[src/rtl/apb_multi_slave_bridge_if.sv]
// rtl/apb_multi_slave_bridge_if.sv - host command port and APB observation signals of the multi-slave bridge
interface apb_multi_slave_bridge_if #(
    parameter int DATA_W  = 8,
    parameter int ADDR_W  = 8,
    parameter int NUM_SLV = 2,
    parameter int WAIT_W  = 3
) ();
    logic                trans;
    logic                w_r;
    logic [ADDR_W-1:0]   apb_addr;
    logic [DATA_W-1:0]   apb_write_data;
    logic [WAIT_W-1:0]   wait_cfg;
    logic                ext_wait;
    logic                ext_pready;
    logic [DATA_W-1:0]   apb_read_data_out;
    logic                busy;
    logic                done;
    logic                err;
    logic [NUM_SLV-1:0]  psel_out;
    logic                penable_out;

    // Host / stimulus side: issues commands and the external ready.
    modport master (
        output trans, w_r, apb_addr, apb_write_data, wait_cfg, ext_wait, ext_pready,
        input  apb_read_data_out, busy, done, err, psel_out, penable_out
    );

    // Bridge side.
    modport slave (
        input  trans, w_r, apb_addr, apb_write_data, wait_cfg, ext_wait, ext_pready,
        output apb_read_data_out, busy, done, err, psel_out, penable_out
    );
endinterface

[src/rtl/apb_multi_slave_bridge.sv]
// rtl/apb_multi_slave_bridge.sv - APB master FSM, decoder and NUM_SLV register-bank slaves; optional timeout under APB_TIMEOUT_EN
module apb_multi_slave_bridge #(
    parameter int DATA_W    = 8,
    parameter int ADDR_W    = 8,
    parameter int NUM_SLV   = 2,
    parameter int SLV_DEPTH = 16,
    parameter int WAIT_W    = 3,
    parameter int TIMEOUT   = 16
) (
    input  logic pclk,
    input  logic prst,
    apb_multi_slave_bridge_if.slave bus
);
    localparam int          OFF_W     = $clog2(SLV_DEPTH);
    localparam int          IDX_W     = ADDR_W - OFF_W;
    localparam logic [31:0] NUM_SLV_U = NUM_SLV;

    typedef enum logic [1:0] {S_IDLE, S_SETUP, S_ACCESS} state_t;

    state_t              state_q, state_d;
    logic [ADDR_W-1:0]   addr_q, addr_d;
    logic [DATA_W-1:0]   wdata_q, wdata_d;
    logic                wr_q, wr_d;
    logic [WAIT_W-1:0]   wcfg_q, wcfg_d;
    logic [WAIT_W-1:0]   cnt_q, cnt_d;
    logic [DATA_W-1:0]   rdata_q, rdata_d;
    logic                done_q, done_d;
    logic                err_q, err_d;
    logic [DATA_W-1:0]   mem_q [NUM_SLV][SLV_DEPTH];
    logic [DATA_W-1:0]   mem_d [NUM_SLV][SLV_DEPTH];

    logic [IDX_W-1:0]    slv_idx;
    logic [OFF_W-1:0]    slv_off;
    logic                dec_err;
    logic                ro_hit;
    logic [DATA_W-1:0]   rd_word;
    logic                int_pready;
    logic                eff_pready;
    logic                tout_hit;
    logic                complete;
    logic                take_cmd;
    logic [NUM_SLV-1:0]  psel;

    // Decode of the latched command address into bank index and word offset.
    assign slv_idx = addr_q[ADDR_W-1:OFF_W];
    assign slv_off = addr_q[OFF_W-1:0];
    assign dec_err = ({{(32-IDX_W){1'b0}}, slv_idx} >= NUM_SLV_U);
    assign ro_hit  = (slv_off == OFF_W'(SLV_DEPTH-1));

    // A decoded-out address has no slave to stall, so it is ready at once.
    assign int_pready = dec_err ? 1'b1 : (cnt_q == wcfg_q);
    assign eff_pready = bus.ext_wait ? bus.ext_pready : int_pready;

`ifdef APB_TIMEOUT_EN
    localparam int TO_W = $clog2(TIMEOUT + 1);
    logic [TO_W-1:0] tcnt_q, tcnt_d;

    // Give up on the TIMEOUT-th ACCESS cycle if no ready has arrived.
    assign tout_hit = !eff_pready && (tcnt_q == TO_W'(TIMEOUT - 1));

    // ACCESS-cycle counter: cleared in SETUP, counts through ACCESS.
    always_comb begin
        tcnt_d = tcnt_q;
        if (state_q == S_SETUP) begin
            tcnt_d = '0;
        end else if (state_q == S_ACCESS) begin
            tcnt_d = tcnt_q + 1'b1;
        end
    end

    // Timeout counter register.
    always_ff @(posedge pclk or posedge prst) begin
        if (prst) begin
            tcnt_q <= '0;
        end else begin
            tcnt_q <= tcnt_d;
        end
    end
`else
    // Without the timeout the transfer waits for ready indefinitely; TIMEOUT has no effect.
    assign tout_hit = (TIMEOUT < 0);
`endif

    assign complete = (state_q == S_ACCESS) && (eff_pready || tout_hit);
    assign take_cmd = bus.trans && ((state_q == S_IDLE) || complete);

    // Register-bank read mux for the latched address.
    always_comb begin
        rd_word = '0;
        for (int s = 0; s < NUM_SLV; s++) begin
            for (int o = 0; o < SLV_DEPTH; o++) begin
                if (slv_idx == IDX_W'(s) && slv_off == OFF_W'(o)) begin
                    rd_word = mem_q[s][o];
                end
            end
        end
    end

    // Next-state, command latch, completion response and bank writes.
    always_comb begin
        state_d = state_q;
        addr_d  = addr_q;
        wdata_d = wdata_q;
        wr_d    = wr_q;
        wcfg_d  = wcfg_q;
        cnt_d   = cnt_q;
        rdata_d = rdata_q;
        done_d  = 1'b0;
        err_d   = 1'b0;
        mem_d   = mem_q;

        case (state_q)
            S_IDLE: begin
                if (bus.trans) begin
                    state_d = S_SETUP;
                end
            end
            S_SETUP: begin
                cnt_d   = '0;
                state_d = S_ACCESS;
            end
            S_ACCESS: begin
                cnt_d = cnt_q + 1'b1;
                if (complete) begin
                    done_d  = 1'b1;
                    state_d = bus.trans ? S_SETUP : S_IDLE;
                    if (tout_hit || dec_err) begin
                        err_d   = 1'b1;
                        rdata_d = '0;
                    end else if (wr_q) begin
                        if (ro_hit) begin
                            err_d = 1'b1;
                        end else begin
                            for (int s = 0; s < NUM_SLV; s++) begin
                                for (int o = 0; o < SLV_DEPTH; o++) begin
                                    if (slv_idx == IDX_W'(s) && slv_off == OFF_W'(o)) begin
                                        mem_d[s][o] = wdata_q;
                                    end
                                end
                            end
                        end
                    end else begin
                        rdata_d = ro_hit ? DATA_W'(slv_idx) : rd_word;
                    end
                end
            end
            default: begin
                state_d = S_IDLE;
            end
        endcase

        if (take_cmd) begin
            addr_d  = bus.apb_addr;
            wdata_d = bus.apb_write_data;
            wr_d    = bus.w_r;
            wcfg_d  = bus.wait_cfg;
        end
    end

    // State, command and response registers; reset aborts any transfer.
    always_ff @(posedge pclk or posedge prst) begin
        if (prst) begin
            state_q <= S_IDLE;
            addr_q  <= '0;
            wdata_q <= '0;
            wr_q    <= 1'b0;
            wcfg_q  <= '0;
            cnt_q   <= '0;
            rdata_q <= '0;
            done_q  <= 1'b0;
            err_q   <= 1'b0;
        end else begin
            state_q <= state_d;
            addr_q  <= addr_d;
            wdata_q <= wdata_d;
            wr_q    <= wr_d;
            wcfg_q  <= wcfg_d;
            cnt_q   <= cnt_d;
            rdata_q <= rdata_d;
            done_q  <= done_d;
            err_q   <= err_d;
        end
    end

    // Slave register banks.
    always_ff @(posedge pclk or posedge prst) begin
        if (prst) begin
            for (int s = 0; s < NUM_SLV; s++) begin
                for (int o = 0; o < SLV_DEPTH; o++) begin
                    mem_q[s][o] <= '0;
                end
            end
        end else begin
            mem_q <= mem_d;
        end
    end

    // One-hot select held from SETUP through completion; empty on decode error.
    always_comb begin
        psel = '0;
        for (int s = 0; s < NUM_SLV; s++) begin
            if (state_q != S_IDLE && !dec_err && slv_idx == IDX_W'(s)) begin
                psel[s] = 1'b1;
            end
        end
    end

    assign bus.psel_out          = psel;
    assign bus.penable_out       = (state_q == S_ACCESS);
    assign bus.busy              = (state_q != S_IDLE);
    assign bus.done              = done_q;
    assign bus.err               = err_q;
    assign bus.apb_read_data_out = rdata_q;
endmodule

[src/flat_wrapper.sv]
// flat-port wrapper written by rule: the top's interface ports become plain ports
module apb_multi_slave_bridge_flat 
#(
    parameter int DATA_W    = 8,
    parameter int ADDR_W    = 8,
    parameter int NUM_SLV   = 2,
    parameter int SLV_DEPTH = 16,
    parameter int WAIT_W    = 3,
    parameter int TIMEOUT   = 16
)
  (pclk, prst, bus_trans, bus_w_r, bus_apb_addr, bus_apb_write_data, bus_wait_cfg, bus_ext_wait, bus_ext_pready, bus_apb_read_data_out, bus_busy, bus_done, bus_err, bus_psel_out, bus_penable_out);
  apb_multi_slave_bridge_if #(.DATA_W(DATA_W), .ADDR_W(ADDR_W), .NUM_SLV(NUM_SLV), .WAIT_W(WAIT_W)) bus_i ();
  input  logic pclk;
  input  logic prst;
  input wire logic [$bits(bus_i.trans)-1:0] bus_trans;
  input wire logic [$bits(bus_i.w_r)-1:0] bus_w_r;
  input wire logic [$bits(bus_i.apb_addr)-1:0] bus_apb_addr;
  input wire logic [$bits(bus_i.apb_write_data)-1:0] bus_apb_write_data;
  input wire logic [$bits(bus_i.wait_cfg)-1:0] bus_wait_cfg;
  input wire logic [$bits(bus_i.ext_wait)-1:0] bus_ext_wait;
  input wire logic [$bits(bus_i.ext_pready)-1:0] bus_ext_pready;
  output wire logic [$bits(bus_i.apb_read_data_out)-1:0] bus_apb_read_data_out;
  output wire logic [$bits(bus_i.busy)-1:0] bus_busy;
  output wire logic [$bits(bus_i.done)-1:0] bus_done;
  output wire logic [$bits(bus_i.err)-1:0] bus_err;
  output wire logic [$bits(bus_i.psel_out)-1:0] bus_psel_out;
  output wire logic [$bits(bus_i.penable_out)-1:0] bus_penable_out;
  assign bus_i.trans = bus_trans;
  assign bus_i.w_r = bus_w_r;
  assign bus_i.apb_addr = bus_apb_addr;
  assign bus_i.apb_write_data = bus_apb_write_data;
  assign bus_i.wait_cfg = bus_wait_cfg;
  assign bus_i.ext_wait = bus_ext_wait;
  assign bus_i.ext_pready = bus_ext_pready;
  assign bus_apb_read_data_out = bus_i.apb_read_data_out;
  assign bus_busy = bus_i.busy;
  assign bus_done = bus_i.done;
  assign bus_err = bus_i.err;
  assign bus_psel_out = bus_i.psel_out;
  assign bus_penable_out = bus_i.penable_out;
  apb_multi_slave_bridge #(.DATA_W(DATA_W), .ADDR_W(ADDR_W), .NUM_SLV(NUM_SLV), .SLV_DEPTH(SLV_DEPTH), .WAIT_W(WAIT_W), .TIMEOUT(TIMEOUT)) u_core (.pclk(pclk), .prst(prst), .bus(bus_i));
endmodule
[config.mk]
export PLATFORM = sky130hd
export DESIGN_NAME = apb_multi_slave_bridge_flat
export DESIGN_NICKNAME = d
export VERILOG_FILES = /design/src/rtl/apb_multi_slave_bridge_if.sv /design/src/rtl/apb_multi_slave_bridge.sv /design/src/flat_wrapper.sv
export SDC_FILE = /design/constraint.sdc
export NUM_CORES = 1
export LEC_CHECK = 0
export BUFFER_PORTS_ARGS = -buffer_cell sky130_fd_sc_hd__buf_2
export CAP_MARGIN = 20
export CORE_MARGIN = 5
export CORE_UTILIZATION = 25
export CTS_BUF_LIST = sky130_fd_sc_hd__clkbuf_4
export CTS_CLUSTER_DIAMETER = 60
export DETAILED_ROUTE_END_ITERATION = 16
export GPL_TIMING_DRIVEN = 0
export PLACE_DENSITY_LB_ADDON = 0.12
export SYNTH_ARGS = -nofsm -noshare
export SYNTH_HDL_FRONTEND = slang
export SYNTH_SLANG_ARGS = --single-unit
[constraint.sdc]
create_clock -name pclk -period 13.3 [get_ports pclk]
set_input_delay 0.665 -clock pclk [delete_from_list [all_inputs] [get_ports pclk]]
set_output_delay 0.665 -clock pclk [all_outputs]
set_load 0.03 [all_outputs]
==> impl_metrics.toml <==
[placed_design]
gp_congestion = 0.8561
io_buffers = 38
place_area_mm2 = 0.01488
pre_cts_slack_ps = 9325
dp.final_hpwl_mm = 37.39

[clocking]
cts_hold_buf = 2
clk_pin_slew_worst_paths_ps = 60
cts_tree = "yes"
root_buffer = "clkbuf_4"
cts-resized-gates = 0
cts_setup_buffers = 0
htree_levels = 3
clk_latency_ps = 800
cts-buffers-inserted = 87
cts_sinks = 283
clk_path_buf_depth = 3

[power_and_ir_drop]
clkPwrFrac = 0.296
p_sw_frac = 0.4371
switchingPower_w = 0.001277
comb_power_share = 0.370
powerDensity_mw_per_mm2 = 183.0
irDropWorstVdd_mv = 0.08028
seq_power_share = 0.334
intPower_w = 0.001645
leakagePower_nw = 7.505
finalPower_w = 0.002922

[timing]
fin_ws_ps = 9265
tightest_slew_ps = 1158
rsz0062_at_grt = "false"
min_period_ps = 4035
finalSetupTns_ps = 0
final_max_slew_viol_count = 0
fmax_ghz = 0.2478
relSlewSlack = 0.2170
fin_skew_ps = 44.87
period_share = 0.3034
setup_viol = 0
whs_ps = 86.58
hold_viol = 0

[logic_synthesis]
synth.area.top_cells = "dfrtp_1 (52%), mux2_2 (22%), mux4_2 (2.6%), a21oi_1 (1.5%), clkbuf_1 (1.5%)"
syn_nets = 1134
ys_warn_count = 0
synth-edff-count = 0
synth.distinct_cells = 74
yosys.area.top_type = "dfrtp_1"
syn_area_mm2 = 0.01372
yosys-top-cells-count = "dfrtp_1 (283), mux2_2 (268), clkbuf_1 (56)"
ys_seq_area_frac = 0.5160
synth_area_per_cell_um2 = 12.43
synthCells = 1104
synthArstFlopShare = 1.000
synth_ff_type = "dfrtp_1"
yosys.area.top_type_share = 0.5160
ys_ff_latch = 283
synth.most_common_cell = "dfrtp_1"

[worst_setup_path]
cp_data_required_time_ps = 14040
arrival_ps = 4770
worst_setup_path_end_kind = "register"
critPathMaxFanout = 10
crit_type = "reg -> reg"
crit_path_start_kind = "register"

[grt]
grt_overflow = 0
antenna_found_initial = 4
grt_max_degree = 115
grt_pass1_wl_mm = 79.14
grt_pass1_vias = 10630
grt_use_total = 0.1817

[finish]
final_nets = 1267
area_growth_pct = 16.37
drive_above_1_share = 0.4134
final_area_mm2 = 0.01597

[floorplan]
core-area_mm2 = 0.05413
dieArea_mm2 = 0.05968
initial_utilization = 0.2535
fp.dieH_um = 244.3
die_w_um = 244.3
rows = 85
io_pins = 39

[detailed_routing]
wl_per_cell_um = 27.30
firstDrtPassIters = 5
wl_mm = 54.25
avgViaCountPerCell = 5.148
drtIter0Drc = 711
vias = 10229
postRouteAntennaNets = 0
drc = 0

[run_status]
status = "finished clean"

[worst_hold_path]
hold_class = "in -> reg"

[run]
maxCapViolations = 0
[state kept, by name, summed over array words and instances (netlist names)]
signal                        cells
u_core.bus.err                    1
u_core.bus.apb_read_data_out      8
u_core.state_q                    2
u_core.wcfg_q                     3
u_core.bus.done                   1
u_core.addr_q                     8
u_core.mem_q                    248
u_core.wdata_q                    8
u_core.cnt_q                      3
u_core.wr_q                       1
[final timing paths]
kind                            slack, ps              start                         endpoint  depth (start not counted)
worst max-delay path                 9260   u_core.addr_q[0]  u_core.bus.apb_read_data_out[1]                          9
worst min-delay path                   90    bus_apb_addr[1]                 u_core.addr_q[1]                          3
worst max register to register       9260   u_core.addr_q[0]  u_core.bus.apb_read_data_out[1]                          9
worst min register to register        460  u_core.mem_q[135]                u_core.mem_q[135]                          1
max in group asynchronous           11310               prst                 u_core.wcfg_q[1]                          5
min in group asynchronous             480               prst                 u_core.mem_q[46]                          3
[stage by stage]
step                      cells  utilization
after CTS                  1983       0.2948
after global routing       1984       0.2949
after floorplan            1104            -
after detailed placement   1842       0.2748
after global placement     1838       0.2731
final                      1987       0.2950
[cells in the final DEF, fill, tap and decap left out, types with 5 or more instances in the layout]
| cell | count |
|---|---|
| a211oi_1 | 7 |
| a21o_1 | 5 |
| a21oi_1 | 42 |
| a221oi_1 | 8 |
| a22oi_1 | 12 |
| a31oi_1 | 8 |
| a32oi_1 | 6 |
| and3_1 | 6 |
| buf_1 | 6 |
| buf_2 | 59 |
| clkbuf_1 | 56 |
| clkbuf_4 | 121 |
| clkinv_1 | 13 |
| dfrtp_1 | 283 |
| ha_1 | 5 |
| inv_1 | 9 |
| mux2_1 | 5 |
| mux2_2 | 268 |
| mux2i_1 | 19 |
| mux4_2 | 16 |
| nand2_1 | 44 |
| nand2_2 | 26 |
| nand2b_1 | 5 |
| nand3_1 | 17 |
| nand4_1 | 6 |
| nor2_1 | 46 |
| nor2_4 | 7 |
| nor2b_1 | 10 |
| nor3_1 | 12 |
| nor4_1 | 6 |
| o21ai_0 | 42 |
| o221ai_1 | 6 |
| o22ai_1 | 17 |
| o31ai_1 | 6 |
[critical path, stage by stage, from the launching register on]
cell	delay [ps]
dfrtp_1	350
buf_2	220
buf_2	310
inv_1	220
clkbuf_1	800
clkbuf_1	880
nand2_1	130
a222oi_1	740
o2111ai_1	210
nand2_1	90
[per-layer routing]
layer / wire, um / up-vias / part of all wire / GRT usage
li1: - / 4415 / - / -
met1: 25200 / 5419 / 0.46 / 0.2571
met2: 24860 / 302 / 0.46 / 0.2813
met3: 2947 / 93 / 0.054 / 0.04106
met4: 1245 / 0 / 0.023 / 0.04945
met5: 0 / - / 0 / 0
[final cells by class]
type / count / area [um2]
Clock buffer: 121 / 908.4
Timing Repair Buffer: 44 / 295.3
Clock inverter: 18 / 155.1
Tap cell: 696 / 870.8
Fill cell: 5598 / 38160
Multi-Input combinational cell: 723 / 6217
Buffer: 88 / 386.6
Antenna cell: 4 / 10.01
Sequential cell: 283 / 7082
Inverter: 10 / 45.04
[power groups by stage]
stage | Sequential [W] | Clock [W] | Combinational (W)
floorplan | 0.000990 | 0 | 0.000548
global placement | 0.000991 | 0 | 0.00108
detailed placement | 0.000992 | 0 | 0.00109
CTS | 0.000977 | 0.000900 | 0.00109
global route | 0.000983 | 0.000945 | 0.00114
finish | 0.000976 | 0.000865 | 0.00108
[kinds of logic after synthesis]
group | Yosys count | synth area share
AND/OR/NAND/NOR | 205 | 0.08242
AO/OA/AOI/OAI | 202 | 0.1000
XOR/XNOR | 3 | 0.001915
adder cells (fa/ha/maj) | 5 | 0.004559
multiplexers | 308 | 0.2641
buffers and inverters | 98 | 0.03091
flip-flops | 283 | 0.5160
Note: power is estimated with default switching activity, not from simulation.
